### src/rtl/sram_write_ctrl_if.sv
// Capture-side bus of sram_write_ctrl: sample stream, MCU capture setup and SRAM write port.
// master = MCU / sample-pipeline side, slave = the write controller.
interface sram_write_ctrl_if #(parameter int ADDR_W = 18);
  logic              START;
  logic              SYNC_EVENT;
  logic [ADDR_W-1:0] PRE_CNT;
  logic [ADDR_W-1:0] POST_CNT;
  logic              SAMPLE_EN;
  logic              ADDR_CNT_EN;
  logic [7:0]        DATA_A_IN;
  logic [7:0]        DATA_B_IN;
  logic [ADDR_W-1:0] SRAM_ADDR;
  logic [7:0]        SRAM_DATA_A;
  logic [7:0]        SRAM_DATA_B;
  logic              SRAM_nWE;
  logic [ADDR_W-1:0] TRIG_ADDR;
  logic              BUSY;
  logic              DONE;

  modport master (
    output START, SYNC_EVENT, PRE_CNT, POST_CNT, SAMPLE_EN, ADDR_CNT_EN, DATA_A_IN, DATA_B_IN,
    input  SRAM_ADDR, SRAM_DATA_A, SRAM_DATA_B, SRAM_nWE, TRIG_ADDR, BUSY, DONE
  );
  modport slave (
    input  START, SYNC_EVENT, PRE_CNT, POST_CNT, SAMPLE_EN, ADDR_CNT_EN, DATA_A_IN, DATA_B_IN,
    output SRAM_ADDR, SRAM_DATA_A, SRAM_DATA_B, SRAM_nWE, TRIG_ADDR, BUSY, DONE
  );
endinterface

### src/rtl/sram_write_ctrl.sv
// Pre/post-trigger capture write controller for the sample SRAM (ring buffer, registered strobe).
// Optional SRAM_WRITE_AUTO_TRIG_EN: AUTO_MODE forces a trigger after a full buffer of WAIT_TRIG writes.
module sram_write_ctrl #(
  parameter int ADDR_W = 18
) (
  input  logic CLK,
  input  logic nRESET,
`ifdef SRAM_WRITE_AUTO_TRIG_EN
  input  logic AUTO_MODE,
`endif
  sram_write_ctrl_if.slave bus
);
  typedef enum logic [2:0] {S_IDLE, S_PRE, S_WAIT, S_POST, S_DONE} state_t;

  localparam logic [ADDR_W-1:0] ONE  = ADDR_W'(1);
  localparam logic [ADDR_W-1:0] ALL1 = '1;

  state_t            state, state_n;
  logic [ADDR_W-1:0] ptr, pre_cnt, post_cnt;
  logic [ADDR_W-1:0] sram_addr, trig_addr;
  logic [7:0]        sram_da, sram_db;
  logic              sram_nwe;
  logic              busy, wq, do_wr, restart, trig, auto_hit;

  assign busy = (state == S_PRE) || (state == S_WAIT) || (state == S_POST);
  assign wq   = bus.SAMPLE_EN & bus.ADDR_CNT_EN & busy;

`ifdef SRAM_WRITE_AUTO_TRIG_EN
  logic [ADDR_W-1:0] auto_cnt;
  // Counter saturates so a late AUTO_MODE assertion still forces the trigger.
  assign auto_hit = AUTO_MODE && (state == S_WAIT) &&
                    ((auto_cnt == ALL1) || (wq && (auto_cnt == ALL1 - ONE)));

  always_ff @(posedge CLK or negedge nRESET)
    if (!nRESET)                                 auto_cnt <= '0;
    else if (state != S_WAIT || restart || trig) auto_cnt <= '0;
    else if (do_wr && auto_cnt != ALL1)          auto_cnt <= auto_cnt + ONE;
`else
  assign auto_hit = 1'b0;
`endif

  always_ff @(posedge CLK or negedge nRESET)
    if (!nRESET) state <= S_IDLE;
    else         state <= state_n;

  always_comb begin
    state_n = state;
    restart = 1'b0;
    do_wr   = 1'b0;
    trig    = 1'b0;
    if (bus.START) begin
      // Restart from any state; a WQ in this cycle is dropped.
      restart = 1'b1;
      state_n = (bus.PRE_CNT == '0) ? S_WAIT : S_PRE;
    end else begin
      case (state)
        S_PRE: begin
          do_wr = wq;
          if (wq && (pre_cnt + ONE == bus.PRE_CNT)) state_n = S_WAIT;
        end
        S_WAIT: begin
          do_wr = wq;
          if (bus.SYNC_EVENT || auto_hit) begin
            trig    = 1'b1;
            state_n = (bus.POST_CNT == '0) ? S_DONE : S_POST;
          end
        end
        S_POST: begin
          do_wr = wq;
          if (wq && (post_cnt + ONE == bus.POST_CNT)) state_n = S_DONE;
        end
        default: ;
      endcase
    end
  end

  always_ff @(posedge CLK or negedge nRESET)
    if (!nRESET) begin
      ptr       <= '0;
      pre_cnt   <= '0;
      post_cnt  <= '0;
      sram_addr <= '0;
      sram_da   <= '0;
      sram_db   <= '0;
      sram_nwe  <= 1'b1;
      trig_addr <= '0;
    end else begin
      sram_nwe <= ~do_wr;
      if (restart) begin
        ptr      <= '0;
        pre_cnt  <= '0;
        post_cnt <= '0;
      end else begin
        if (do_wr) begin
          sram_addr <= ptr;
          sram_da   <= bus.DATA_A_IN;
          sram_db   <= bus.DATA_B_IN;
          ptr       <= ptr + ONE;
        end
        if (do_wr && state == S_PRE)  pre_cnt  <= pre_cnt + ONE;
        if (do_wr && state == S_POST) post_cnt <= post_cnt + ONE;
        // A trigger-coincident write lands before TRIG_ADDR, so point past it.
        if (trig) trig_addr <= do_wr ? ptr + ONE : ptr;
      end
    end

  assign bus.SRAM_ADDR   = sram_addr;
  assign bus.SRAM_DATA_A = sram_da;
  assign bus.SRAM_DATA_B = sram_db;
  assign bus.SRAM_nWE    = sram_nwe;
  assign bus.TRIG_ADDR   = trig_addr;
  assign bus.BUSY        = busy;
  assign bus.DONE        = (state == S_DONE);
endmodule
### src/flat_wrapper.sv
// flat-port wrapper written by rule: the top's interface ports become plain ports
module sram_write_ctrl_flat 
#(
  parameter int ADDR_W = 18
)
  (CLK, nRESET, bus_START, bus_SYNC_EVENT, bus_PRE_CNT, bus_POST_CNT, bus_SAMPLE_EN, bus_ADDR_CNT_EN, bus_DATA_A_IN, bus_DATA_B_IN, bus_SRAM_ADDR, bus_SRAM_DATA_A, bus_SRAM_DATA_B, bus_SRAM_nWE, bus_TRIG_ADDR, bus_BUSY, bus_DONE);
  sram_write_ctrl_if #(.ADDR_W(ADDR_W)) bus_i ();
  input  logic CLK;
  input  logic nRESET;
  input wire logic [$bits(bus_i.START)-1:0] bus_START;
  input wire logic [$bits(bus_i.SYNC_EVENT)-1:0] bus_SYNC_EVENT;
  input wire logic [$bits(bus_i.PRE_CNT)-1:0] bus_PRE_CNT;
  input wire logic [$bits(bus_i.POST_CNT)-1:0] bus_POST_CNT;
  input wire logic [$bits(bus_i.SAMPLE_EN)-1:0] bus_SAMPLE_EN;
  input wire logic [$bits(bus_i.ADDR_CNT_EN)-1:0] bus_ADDR_CNT_EN;
  input wire logic [$bits(bus_i.DATA_A_IN)-1:0] bus_DATA_A_IN;
  input wire logic [$bits(bus_i.DATA_B_IN)-1:0] bus_DATA_B_IN;
  output wire logic [$bits(bus_i.SRAM_ADDR)-1:0] bus_SRAM_ADDR;
  output wire logic [$bits(bus_i.SRAM_DATA_A)-1:0] bus_SRAM_DATA_A;
  output wire logic [$bits(bus_i.SRAM_DATA_B)-1:0] bus_SRAM_DATA_B;
  output wire logic [$bits(bus_i.SRAM_nWE)-1:0] bus_SRAM_nWE;
  output wire logic [$bits(bus_i.TRIG_ADDR)-1:0] bus_TRIG_ADDR;
  output wire logic [$bits(bus_i.BUSY)-1:0] bus_BUSY;
  output wire logic [$bits(bus_i.DONE)-1:0] bus_DONE;
  assign bus_i.START = bus_START;
  assign bus_i.SYNC_EVENT = bus_SYNC_EVENT;
  assign bus_i.PRE_CNT = bus_PRE_CNT;
  assign bus_i.POST_CNT = bus_POST_CNT;
  assign bus_i.SAMPLE_EN = bus_SAMPLE_EN;
  assign bus_i.ADDR_CNT_EN = bus_ADDR_CNT_EN;
  assign bus_i.DATA_A_IN = bus_DATA_A_IN;
  assign bus_i.DATA_B_IN = bus_DATA_B_IN;
  assign bus_SRAM_ADDR = bus_i.SRAM_ADDR;
  assign bus_SRAM_DATA_A = bus_i.SRAM_DATA_A;
  assign bus_SRAM_DATA_B = bus_i.SRAM_DATA_B;
  assign bus_SRAM_nWE = bus_i.SRAM_nWE;
  assign bus_TRIG_ADDR = bus_i.TRIG_ADDR;
  assign bus_BUSY = bus_i.BUSY;
  assign bus_DONE = bus_i.DONE;
  sram_write_ctrl #(.ADDR_W(ADDR_W)) u_core (.CLK(CLK), .nRESET(nRESET), .bus(bus_i));
endmodule
### config.mk
export PLATFORM = sky130hd
export DESIGN_NAME = sram_write_ctrl_flat
export DESIGN_NICKNAME = d
export VERILOG_FILES = /design/src/rtl/sram_write_ctrl_if.sv /design/src/rtl/sram_write_ctrl.sv /design/src/flat_wrapper.sv
export SDC_FILE = /design/constraint.sdc
export NUM_CORES = 1
export LEC_CHECK = 0
export ABC_AREA = 1
export CAP_MARGIN = 20
export CORE_MARGIN = 10
export CORE_UTILIZATION = 35
export DETAILED_ROUTE_END_ITERATION = 16
export HOLD_SLACK_MARGIN = 0.06
export PLACE_DENSITY = 0.69
export SETUP_SLACK_MARGIN = 0.15
export SLEW_MARGIN = 10
export SYNTH_ARGS = -nofsm -noshare
export SYNTH_HDL_FRONTEND = slang
export SYNTH_SLANG_ARGS = --single-unit
### constraint.sdc
create_clock -name CLK -period 6.27 [get_ports CLK]
set_clock_uncertainty 0.2 [all_clocks]
set_input_delay 1.254 -clock CLK [delete_from_list [all_inputs] [get_ports CLK]]
set_output_delay 1.254 -clock CLK [all_outputs]
set_load 0.01 [all_outputs]
==> flow_summary.ini, run 1 <==
[pwr]
netSwitchingPower_w = 0.000540
p_int_w = 0.00130
p_leak_nw = 3.48
p_seq_share_pct = 45.0
peakVddDrop_v = 0.000146
p_clk_share_pct = 32.1
pwr-share-comb_pct = 22.9
netSwitchingFraction_pct = 29.4
powerDensity_nw_per_um2 = 239

[timing]
setup_viol = 0
tns_ps = 0
fmax_mhz = 248
worst_pin_slew_ps = 779
final.min_clock_period_ps = 4030
maxSlewHeadroom_pct = 48.0
drv_slew = 0
rsz0062_at_grt = no
finalCritPeriodShare_pct = 64.3
fin_hold_ws_ps = 271
layout_setup_ws_ps = 2240
hold_viol = 0

[finish]
nets = 1007
antenna-diode-count = 0
design_area_um2 = 7680
area_growth_pct = 27.6
drive_above_1_share_pct = 3.58
fillers = 1702

[clock_network]
clkTransAtPathRegs_ps = 70
htree_levels = 3
cts_buffers = 9
cts_sinks = 110
cts_setup_buffers = 0
cts_resized = 0
root_buffer = clkbuf_16
worstSkewPairLatency_ps = 350
cts_tree = built
clockBufferDepth = 2
hold_buffers = 0

[critical_path]
worstPathRequired_ps = 6340
arrival_ps = 4100
crit_family = buffers and inverters
path_buf_inv = 5
crit_top_cell = buf_4
crit_type = in2reg
critPathMaxStageDelay_ps = 620
timing.rr.start = u_core.state[2]
crit_start = bus_START
end_kind = register
path_cells = clkdlybuf4s50_1 > buf_4 > nor3_4 > buf_4 > inv_2 > nor2_1 > inv_1 > o22ai_1
start_kind = primary input
cp_max_fo = 43
slowest_stage = nor2_1

[placed_design]
place_hpwl_um = 13100
io_buffer_count = 112
placed_area_um2 = 7360
pre_cts_ws_ps = 1860
gp_congestion = 0.911

[synth]
synth-compound-area-share_pct = 7.18
synth_xor_area_share_pct = 3.72
syn_inst = 836
yosysTopAreaCellShare_pct = 45.3
yosys_warnings = 0
synth_top_family_by_area = simple AND/OR/NAND/NOR gates
ys.flop_type = dfrtp_1
synth_edf_count = 0
synth_area_per_cell_um2 = 7.20
synthAdderAreaFrac_pct = 0.624
synth.cell_area_um2 = 6020
synth-async-reset-ratio_pct = 100
synth_area_leaders = dfrtp_1 (45%), nand2_1 (18%), nand3_1 (6.6%), inv_1 (5.7%), nor2_1 (5.7%)
synth.top_cells.by_count = nand2_1 (289), dfrtp_1 (109), inv_1 (92), nor2_1 (92), nand3_1 (79)
yosys.area_share.simple_pct = 35.4
syn_nets = 897
synth_top_area_cell = dfrtp_1
synth_most_common_cell = nand2_1
synthMuxAreaShare_pct = 0.166
yosysSeqAreaShare_pct = 45.8
ys_seq_elements = 110
synth.distinct_cells = 33

[drt]
wl_per_cell_um = 14.8
drc = 0
vias = 5838
first_pass_iters = 5
totalWireLength_um = 17300
vias_per_cell = 4.99
ant_nets = 0
drt-initial-drc-count = 475

[global_route]
gr-total-overflow = 0
antenna_found_initial = 0
grtUsageTotal_pct = 15.0
grt_start_max_net_pins = 58
grt_pass1_vias = 5541
grt_first_pass_wirelength_um = 27500

[die]
fp.dieArea_um2 = 22800
rows = 47
core-area_um2 = 16700
io_pins = 113
die_y_um = 151
die-width_um = 151
initial_core_util_pct = 36.0

[job]
cap_violations = 0

[worst_hold_path]
hold_path_class = reg2reg
hp-start = u_core.bus.SRAM_ADDR[5]

[outcome]
status = completed
## per-layer routing
layer	global-route usage, %	vias to the layer above	wire length [um]
li1	-	2903	-
met1	19.0	2713	7590
met2	24.0	193	7960
met3	4.03	29	1350
met4	5.87	0	407
met5	0	-	0
## tightest hold or removal path, cell delays in order, from the launching register on
cell	delay, ps
dfrtp_1	350
nand2_1	50
nand2_1	40
## power groups by stage
stage,Combinational (W),Sequential [W],Clock [W]
2_1_floorplan,0.000163,0.000863,0
3_3_place_gp,0.000420,0.000839,0
3_5_place_dp,0.000424,0.000840,0
4_1_cts,0.000425,0.000827,0.000605
5_1_grt,0.000471,0.000835,0.000631
6_report,0.000421,0.000827,0.000589
## flip-flops by register name, indices dropped and copies added, names as in the netlist, 3 cells and up
name and count:
u_core.bus.SRAM_DATA_B 8, u_core.post_cnt 18, u_core.bus.TRIG_ADDR 18, u_core.ptr 18, u_core.bus.SRAM_ADDR 18, u_core.bus.SRAM_DATA_A 8
u_core.pre_cnt 18, u_core.state 3
## area by class of cell
type	instances	area [um^2]	area share, %
Multi-Input combinational cell	612	2830	36.9
Sequential cell	110	2750	35.9
Timing Repair Buffer	116	1160	15.1
Inverter	97	364	4.74
Tap cell	220	275	3.58
Clock buffer	11	233	3.03
Clock inverter	5	66.3	0.864
## path summary, 6_finish.rpt
| kind | depth (start not counted) | slack (ps) | to |
|---|---|---|---|
| worst max-delay path | 8 | 2240 | u_core.post_cnt[8] |
| worst min-delay path | 2 | 270 | u_core.bus.SRAM_ADDR[5] |
| worst max register to register | 8 | 3220 | u_core.post_cnt[8] |
| worst min register to register | 2 | 270 | u_core.bus.SRAM_ADDR[5] |
| max in group asynchronous | 2 | 3910 | u_core.ptr[14] |
| min in group asynchronous | 1 | 760 | u_core.pre_cnt[11] |
## logic make-up after synthesis
kind of cell / count (synthesis)
AND/OR/NAND/NOR: 506
buffers and inverters: 114
flip-flops: 110
AO/OA/AOI/OAI: 78
XOR/XNOR: 24
adder cells (fa/ha/maj): 3
multiplexers: 1
## per-stage QoR
stage,util (%),cells,power [W]
floorplan,-,836,0.00103
finish,46.0,1171,0.00184
detailed placement,44.1,1154,0.00126
global placement,44.1,1154,0.00126
CTS,45.9,1170,0.00186
global route,46.0,1171,0.00194
## cells in the final DEF, fill, tap and decap left out, types with 2 or more instances in the layout
cell,n
inv_2,4
inv_1,92
xnor2_1,4
nor3_1,7
clkbuf_1,2
nand4_1,20
and2_1,2
nor2_1,92
xor2_1,19
nand3b_1,3
nor4_1,5
nor2_2,5
o21ai_1,7
inv_6,2
nand3_1,79
clkbuf_16,9
dfrtp_1,109
clkdlybuf4s50_1,111
nand2_1,289
ha_1,3
buf_4,4
o22ai_1,21
o21ai_0,45
(Power assumes the default switching activity.)
==> run 2: changes to the inputs <==
--- a/config.mk
+++ b/config.mk
@@ -11,7 +11,7 @@
 export CORE_UTILIZATION = 35
 export DETAILED_ROUTE_END_ITERATION = 16
 export HOLD_SLACK_MARGIN = 0.06
-export PLACE_DENSITY = 0.69
+export PLACE_DENSITY = 0.72
 export SETUP_SLACK_MARGIN = 0.15
 export SLEW_MARGIN = 10
 export SYNTH_ARGS = -nofsm -noshare
==> constraint.sdc (replaced) <==
create_clock -name CLK -period 3.5 [get_ports CLK]
set_clock_uncertainty 0.2 [all_clocks]
set_input_delay 0.7 -clock CLK [delete_from_list [all_inputs] [get_ports CLK]]
set_output_delay 0.7 -clock CLK [all_outputs]
set_load 0.01 [all_outputs]
==> flow_summary.ini, run 2 (synthesized netlist as in run 1, its figures left out) <==
[outcome]
status = completed

[finish]
final_cell_mix = nand2_1 (289), clkdlybuf4s50_1 (111), dfrtp_1 (109)
antenna-diode-count = 0
area_growth_pct = 28.4
drive_above_1_share_pct = 3.98
final_common_cell = nand2_1
nets = 1011

[placed_design]
pre_cts_ws_ps = 488
gp_congestion = 0.941
io_buffer_count = 112
place_hpwl_um = 13000

[drt]
drt-initial-drc-count = 452
ant_nets = 0
wl_per_cell_um = 14.4
drc = 0
vias_per_cell = 4.88
first_pass_iters = 5
totalWireLength_um = 17000
vias = 5730

[job]
cap_violations = 0

[timing]
rsz0062_at_grt = no
drv_slew = 0
hold_viol = 0
final.min_clock_period_ps = 2660
finalCritPeriodShare_pct = 76.0
fmax_mhz = 376
tns_ps = 0
fin_hold_ws_ps = 273
layout_setup_ws_ps = 840
worst_pin_slew_ps = 531
maxSlewHeadroom_pct = 64.5
setup_viol = 0

[global_route]
grt_first_pass_wirelength_um = 27600
gr-total-overflow = 0
grtUsageTotal_pct = 15.0
antenna_found_initial = 0
grt_start_max_net_pins = 92
grt_pass1_vias = 5480

[clock_network]
cts_setup_buffers = 0
clockBufferDepth = 2
cts_tree = built
clkTransAtPathRegs_ps = 80
cts_buffers = 9
htree_levels = 3
cts_sinks = 110
root_buffer = clkbuf_16
worstSkewPairLatency_ps = 350

[die]
die_y_um = 151
io_pins = 113
initial_core_util_pct = 36.0
die-width_um = 151
fp.dieArea_um2 = 22800
rows = 47
core-area_um2 = 16700

[pwr]
p_leak_nw = 3.51
peakVddDrop_v = 0.000322
powerDensity_nw_per_um2 = 428

[critical_path]
worstPathRequired_ps = 3540
arrival_ps = 2700
end_kind = register
start_kind = register
crit_type = reg2reg
cp_max_fo = 7

[worst_hold_path]
hold_path_class = reg2reg
## run 2: worst max-delay path, stage by stage, from the launching register on
cell and delay (ps):
dfrtp_1 470, ha_1 250, nand2_1 150, nor2_1 260
nand2_1 170, nor2_1 120, nand2_1 70, nand2_1 90
nand2_1 50, nand2_1 50, nand3_1 90, nor2_1 110
nand2_1 70, nand2_1 130, nand3_1 140, nand2_1 90
nand2_1 50
## run 2: power breakdown
part,switching (W),leakage (nW),internal (W),total [W]
sequential,0.0000815,1.50,0.00140,0.00148
combinational,0.000394,1.86,0.000366,0.000759
clock,0.000483,0.151,0.000584,0.00107
## run 2: stage by stage
stage | util [%] | instance area (um^2) | power, W | instances
5_1_grt | 46.3 | 7720 | 0.00349 | 1175
3_5_place_dp | 44.4 | 7410 | 0.00227 | 1158
2_1_floorplan | - | 6020 | 0.00184 | 836
4_1_cts | 46.3 | 7720 | 0.00335 | 1175
6_report | 46.3 | 7720 | 0.00330 | 1175
3_3_place_gp | 44.4 | 7410 | 0.00226 | 1158
## run 2: area by class of cell
class / instances / area (um^2)
tap: 220 / 275
inverter: 97 / 364
fill: 1682 / 8980
clock buffer: 11 / 243
multi-input combinational: 612 / 2830
clock inverter: 5 / 65.1
sequential: 110 / 2750
timing repair buffer: 120 / 1190
## run 2: what timing repair did
item	4_1_cts	5_1_grt
resized for setup	0	0
hold buffers	1	0
endpoints found under the hold margin	19	0
## run 2: worst paths after layout
path,slack (ps),from,end,cells past startpoint
setup / recovery,840,u_core.post_cnt[0],u_core.state[0],16
setup reg to reg,840,u_core.post_cnt[0],u_core.state[0],16
hold reg to reg,270,u_core.bus.SRAM_DATA_A[1],u_core.bus.SRAM_DATA_A[1],2
hold / removal,270,u_core.bus.SRAM_DATA_A[1],u_core.bus.SRAM_DATA_A[1],2
max in group asynchronous,1760,nRESET,u_core.post_cnt[17],3
min in group asynchronous,570,nRESET,u_core.bus.SRAM_DATA_A[2],2
## run 2: metal layers
layer / vias up / track usage [%] / share of wire, %
li1: 2916 / - / -
met1: 2642 / 20.3 / 46
met2: 159 / 23.4 / 46
met3: 13 / 3.46 / 6.4
met4: 0 / 4.09 / 1.0
met5: - / 0 / 0
